===== src/rtl/alu_muldiv.sv =====
// Iterative MULT/MULTU/DIV/DIVU unit with architectural HI/LO, MFHI/MFLO/MTHI/MTLO
// service and a stall toward the hazard unit while a result is pending.
module alu_muldiv #(
    parameter int DWIDTH = 32,
    parameter int CNT_W  = $clog2(DWIDTH) + 1
) (
    input  logic              d_clk,
    input  logic              d_rst,
    input  logic              m_i_valid,
    input  logic [4:0]        m_i_funct,
    input  logic [DWIDTH-1:0] m_i_data_rs,
    input  logic [DWIDTH-1:0] m_i_data_rt,
    input  logic              m_i_flush,
    output logic [DWIDTH-1:0] m_o_value,
    output logic              m_o_busy,
    output logic              m_o_stall,
    output logic              m_o_done,
    output logic              m_o_div_zero
);

    localparam logic [1:0] IDLE = 2'd0;
    localparam logic [1:0] CALC = 2'd1;
    localparam logic [1:0] FIN  = 2'd2;

    localparam logic [4:0] F_MFHI = 5'd24;
    localparam logic [4:0] F_MFLO = 5'd25;
    localparam logic [4:0] F_MTHI = 5'd26;
    localparam logic [4:0] F_MTLO = 5'd27;

    logic [1:0]          state;
    logic [CNT_W-1:0]    cnt;
    logic [DWIDTH-1:0]   hi, lo;
    logic [DWIDTH-1:0]   opnd_b;
    logic [DWIDTH-1:0]   dividend;
    logic [2*DWIDTH-1:0] acc;
    logic                is_div, neg_q, neg_r, div_zero;

    logic                is_md, is_any, start, sign_op, a_neg, b_neg;
    logic [DWIDTH-1:0]   a_mag, b_mag;

    always_comb begin
        is_md   = (m_i_funct >= 5'd20) && (m_i_funct <= 5'd23);
        is_any  = (m_i_funct >= 5'd20) && (m_i_funct <= 5'd27);
        start   = m_i_valid && is_md && (state == IDLE) && !m_i_flush;
        sign_op = is_md && !m_i_funct[0];
        a_neg   = sign_op && m_i_data_rs[DWIDTH-1];
        b_neg   = sign_op && m_i_data_rt[DWIDTH-1];
        a_mag   = a_neg ? -m_i_data_rs : m_i_data_rs;
        b_mag   = b_neg ? -m_i_data_rt : m_i_data_rt;
    end

    // acc holds {partial product, multiplier} for MUL and {remainder, quotient} for DIV
    logic [DWIDTH:0]     mul_sum, div_diff;
    logic [2*DWIDTH-1:0] mul_next, div_next;

    always_comb begin
        mul_sum  = {1'b0, acc[2*DWIDTH-1:DWIDTH]} + (acc[0] ? {1'b0, opnd_b} : {(DWIDTH+1){1'b0}});
        mul_next = {mul_sum, acc[DWIDTH-1:1]};
        div_diff = acc[2*DWIDTH-1:DWIDTH-1] - {1'b0, opnd_b};
        div_next = div_diff[DWIDTH] ? {acc[2*DWIDTH-2:0], 1'b0}
                                    : {div_diff[DWIDTH-1:0], acc[DWIDTH-2:0], 1'b1};
    end

    logic [2*DWIDTH-1:0] prod_fix;
    logic [DWIDTH-1:0]   res_hi, res_lo;
    logic                b_zero;

    always_comb begin
        prod_fix = neg_q ? -acc : acc;
        b_zero   = (opnd_b == '0);
        res_hi   = prod_fix[2*DWIDTH-1:DWIDTH];
        res_lo   = prod_fix[DWIDTH-1:0];
        if (is_div) begin
            if (b_zero) begin
                res_hi = dividend;
                res_lo = '1;
            end else begin
                res_hi = neg_r ? -acc[2*DWIDTH-1:DWIDTH] : acc[2*DWIDTH-1:DWIDTH];
                res_lo = neg_q ? -acc[DWIDTH-1:0] : acc[DWIDTH-1:0];
            end
        end
    end

    always_ff @(posedge d_clk or negedge d_rst) begin
        if (!d_rst) begin
            state    <= IDLE;
            cnt      <= '0;
            hi       <= '0;
            lo       <= '0;
            opnd_b   <= '0;
            dividend <= '0;
            acc      <= '0;
            is_div   <= 1'b0;
            neg_q    <= 1'b0;
            neg_r    <= 1'b0;
            div_zero <= 1'b0;
        end else begin
            case (state)
                IDLE: begin
                    if (start) begin
                        state    <= CALC;
                        cnt      <= CNT_W'(DWIDTH);
                        acc      <= {{DWIDTH{1'b0}}, a_mag};
                        opnd_b   <= b_mag;
                        dividend <= m_i_data_rs;
                        is_div   <= m_i_funct[1];
                        neg_q    <= a_neg ^ b_neg;
                        neg_r    <= a_neg;
                    end else if (m_i_valid && !m_i_flush && m_i_funct == F_MTHI) begin
                        hi <= m_i_data_rs;
                    end else if (m_i_valid && !m_i_flush && m_i_funct == F_MTLO) begin
                        lo <= m_i_data_rs;
                    end
                end
                CALC: begin
                    if (m_i_flush) begin
                        state <= IDLE;
                    end else begin
                        acc <= is_div ? div_next : mul_next;
                        cnt <= cnt - 1'b1;
                        if (cnt == CNT_W'(1))
                            state <= FIN;
                    end
                end
                FIN: begin
                    state <= IDLE;
                    if (!m_i_flush) begin
                        hi <= res_hi;
                        lo <= res_lo;
                        if (is_div)
                            div_zero <= b_zero;
                    end
                end
                default: state <= IDLE;
            endcase
        end
    end

    always_comb begin
        m_o_busy  = (state != IDLE);
        m_o_done  = (state == FIN) && !m_i_flush;
        m_o_stall = m_i_valid && is_any && m_o_busy;
        m_o_value = '0;
        if (m_i_valid && !m_o_busy) begin
            if (m_i_funct == F_MFHI)
                m_o_value = hi;
            else if (m_i_funct == F_MFLO)
                m_o_value = lo;
        end
    end

    assign m_o_div_zero = div_zero;

endmodule


===== config.mk =====
export PLATFORM = sky130hd
export DESIGN_NAME = alu_muldiv
export DESIGN_NICKNAME = d
export VERILOG_FILES = /design/src/rtl/alu_muldiv.sv
export SDC_FILE = /design/constraint.sdc
export NUM_CORES = 1
export LEC_CHECK = 0
export CAP_MARGIN = 0
export CORE_UTILIZATION = 50
export DETAILED_ROUTE_END_ITERATION = 16
export GPL_ROUTABILITY_DRIVEN = 0
export PLACE_DENSITY = 0.84
export SLEW_MARGIN = 40
export SYNTH_ARGS = -nofsm -noshare
export SYNTH_HDL_FRONTEND = slang
export SYNTH_SLANG_ARGS = --single-unit

===== constraint.sdc =====
create_clock -name d_clk -period 3.5 [get_ports d_clk]
set_input_delay 1.05 -clock d_clk [delete_from_list [all_inputs] [get_ports d_clk]]
set_output_delay 1.05 -clock d_clk [all_outputs]
set_load 0.01 [all_outputs]

==> impl_metrics.env <==
export IMPL_tritoncts="done"
export IMPL_synthCells=2246
export IMPL_fp_dieW_um=187
export IMPL_final_cell_mix="nand2_1, o21ai_0, dfrtp_1, buf_4, nor2_1"
export IMPL_grt_max_degree=102
export IMPL_dieArea_um2=35000
export IMPL_critPathLaunchType="input pin"
export IMPL_grt_pass1_vias=18000
export IMPL_cp_cell_sequence="buf_2, nand2b_4, or4_4, buf_8, nor2_2, buf_2"
export IMPL_cp_end_kind="primary output"
export IMPL_fin_worst_skew_ps=28.5
export IMPL_synth_fp_nets=2391
export IMPL_total_power_mw=15.6
export IMPL_finalSetupTns_ps=0
export IMPL_rows=67
export IMPL_drive_gt1_frac=0.157
export IMPL_ys_seq_elements=204
export IMPL_power_density_nw_per_um2=738
export IMPL_insertion_delay_ps=560
export IMPL_synthFlopType="dfrtp_1"
export IMPL_numCtsBuffers=25
export IMPL_drt_iter0_drc=2518
export IMPL_period_share=0.995
export IMPL_reg2reg_slack_ps=90
export IMPL_clkSinkCount=204
export IMPL_clock_fmax_mhz=287
export IMPL_max_stage_delay_ps=680
export IMPL_antenna_found_initial=0
export IMPL_wl_per_cell_um=20.4
export IMPL_h_tree_depth=1
export IMPL_final_nets=2585
export IMPL_drc_errors=0
export IMPL_setup_viol=0
export IMPL_clockBufferDepth=3
export IMPL_slew_headroom=0.446
export IMPL_status="complete, no violations"
export IMPL_fin_ws_ps=16.7
export IMPL_cp_required_ps=2450
export IMPL_peakVddDrop_mv=0.416
export IMPL_yosysSeqAreaShare=0.298
export IMPL_synth_edff_count=0
export IMPL_dp_cells=2849
export IMPL_cts_root_buf="clkbuf_16"
export IMPL_final_common_cell="nand2_1"
export IMPL_syn_area_um2=17100
export IMPL_path_clk_slew_ps=70
export IMPL_core_area_um2=33600
export IMPL_hpwl_um=42100
export IMPL_crit_top_cell="buf_2"
export IMPL_arrival_ps=2430
export IMPL_io_pins=109
export IMPL_dp_slack_ps=-788
export IMPL_via_per_inst=6.44
export IMPL_dr_total_vias=18700
export IMPL_diodes=0
export IMPL_die_h_um=187
export IMPL_synthArstFlopShare=1.00
export IMPL_p_leak_nw=9.34
export IMPL_worstSetupPathType="in2out"
export IMPL_io_buffer_count=108
export IMPL_rsz0062_at_grt="yes"
export IMPL_hold_path_class="in2async"
export IMPL_stdcell_count=2905
export IMPL_start_util=0.510
export IMPL_drtPass1Iterations=6
export IMPL_max_cap_violations=0
export IMPL_wirelength_um=59200
export IMPL_grt_overflow=0
export IMPL_yosysWarnings=0
export IMPL_cp_max_fo=6
export IMPL_hold_viol=0
export IMPL_postSynthAreaPerCell_um2=7.63
export IMPL_fin_crit_ps=3480
export IMPL_final_max_slew_violation_count=0
export IMPL_ant_nets=0
export IMPL_syn2layout_area_growth_pct=23.2
export IMPL_grt_first_pass_wirelength_um=93600
export IMPL_synth_cell_types=74
export IMPL_crit_slowest_cell="or4_4"
export IMPL_grt_total_usage=0.327
export IMPL_worstMarginPinSlew_ps=831
[per-layer routing]
layer	up-vias	track usage	routed length, um
li1	8380	-	-
met5	-	0	0
met3	342	0.0621	7020
met4	0	0.175	3740
met1	8677	0.417	22100
met2	1318	0.525	26400
[cells by family (layout without fill, tap and decap cells)]
family,after synthesis,after routing,synth area share
DFF,204,204,0.298
buffers and inverters,226,437,0.0506
muxes,78,78,0.0457
and+or+nand+nor,816,816,0.219
AOI/OAI and AO/OA,659,659,0.235
xor gates and xnor gates,191,191,0.0976
adders and majority gates,72,72,0.0535
[final cells by class]
cell class | instances | area (um2)
fill | 2647 | 12500
tap | 448 | 561
clock inverter | 8 | 130
sequential | 204 | 5110
inverter | 67 | 251
timing repair buffer | 326 | 2860
clock buffer | 36 | 737
multi-input combinational | 1816 | 11500
[registers in the layout, summed over array words and instances (netlist names)]
| signal | count |
|---|---|
| acc | 64 |
| hi | 32 |
| opnd_b | 32 |
| cnt | 6 |
| lo | 32 |
| is_div | 1 |
| neg_r | 1 |
| dividend | 32 |
| m_o_div_zero | 1 |
| state | 2 |
| neg_q | 1 |
[synth_stat cells (16+ instances only)]
| library cell | n | area (um2) |
|---|---|---|
| a21o_1 | 28 | 210 |
| a211oi_1 | 16 | 120 |
| o211ai_1 | 20 | 150 |
| dfrtp_1 | 204 | 5100 |
| nor2_1 | 192 | 721 |
| o31ai_1 | 32 | 240 |
| a21oi_1 | 147 | 736 |
| a221oi_1 | 18 | 158 |
| nand2_1 | 348 | 1310 |
| nor4_1 | 22 | 138 |
| xor2_1 | 98 | 858 |
| mux2i_1 | 76 | 761 |
| inv_1 | 66 | 248 |
| nor3_1 | 49 | 245 |
| nand2b_1 | 30 | 188 |
| nand4_1 | 18 | 113 |
| nand3_1 | 33 | 165 |
| o21ai_0 | 254 | 1270 |
| or3_1 | 42 | 263 |
| o22ai_1 | 21 | 131 |
| ha_1 | 70 | 876 |
| clkbuf_1 | 140 | 526 |
| xnor2_1 | 93 | 815 |
[metrics by stage]
step	instance area [um2]	hold WS (ps)	utilization
5_1_grt	21100	499	0.628
6_report	21100	469	0.628
3_5_place_dp	19900	463	0.592
3_3_place_gp	19900	454	0.592
4_1_cts	20800	481	0.620
2_1_floorplan	17100	440	-
[where the power goes]
part           internal [mW]  leakage (nW)  total (mW)  switching [mW]
logic                   3.81          6.29        9.04            5.23
clock network           1.68         0.431        2.76            1.08
registers               2.96          2.63        3.78           0.820
total                   8.46          9.34        15.6            7.13
[path summary, 6_finish.rpt]
path                       depth (start not counted)                  endpoint                      from
min in group d_clk                                 2  dividend[24]$_DFFE_PN0P_  dividend[24]$_DFFE_PN0P_
min reg2reg                                        2  dividend[24]$_DFFE_PN0P_  dividend[24]$_DFFE_PN0P_
max                                                6              m_o_value[0]              m_i_funct[2]
max reg2reg                                       15       acc[63]$_DFFE_PN0P_     opnd_b[0]$_DFFE_PN0P_
min                                                1      state[0]$_DFFE_PN0P_                     d_rst
max in group asynchronous                          2       acc[35]$_DFFE_PN0P_                     d_rst
[worst max-delay path: cells and delay by family]
family | cells | cell delay [ps]
buf+inv | 3 | 450
simple gates | 3 | 930
[what timing repair did]
item	in CTS	in global routing
buffers inserted	1	6
resized for setup	131	119
hold buffers	0	0
pin swaps	6	15
gates cloned	0	5
setup endpoints to repair	48	69
Note: power is estimated with default switching activity, not from simulation.
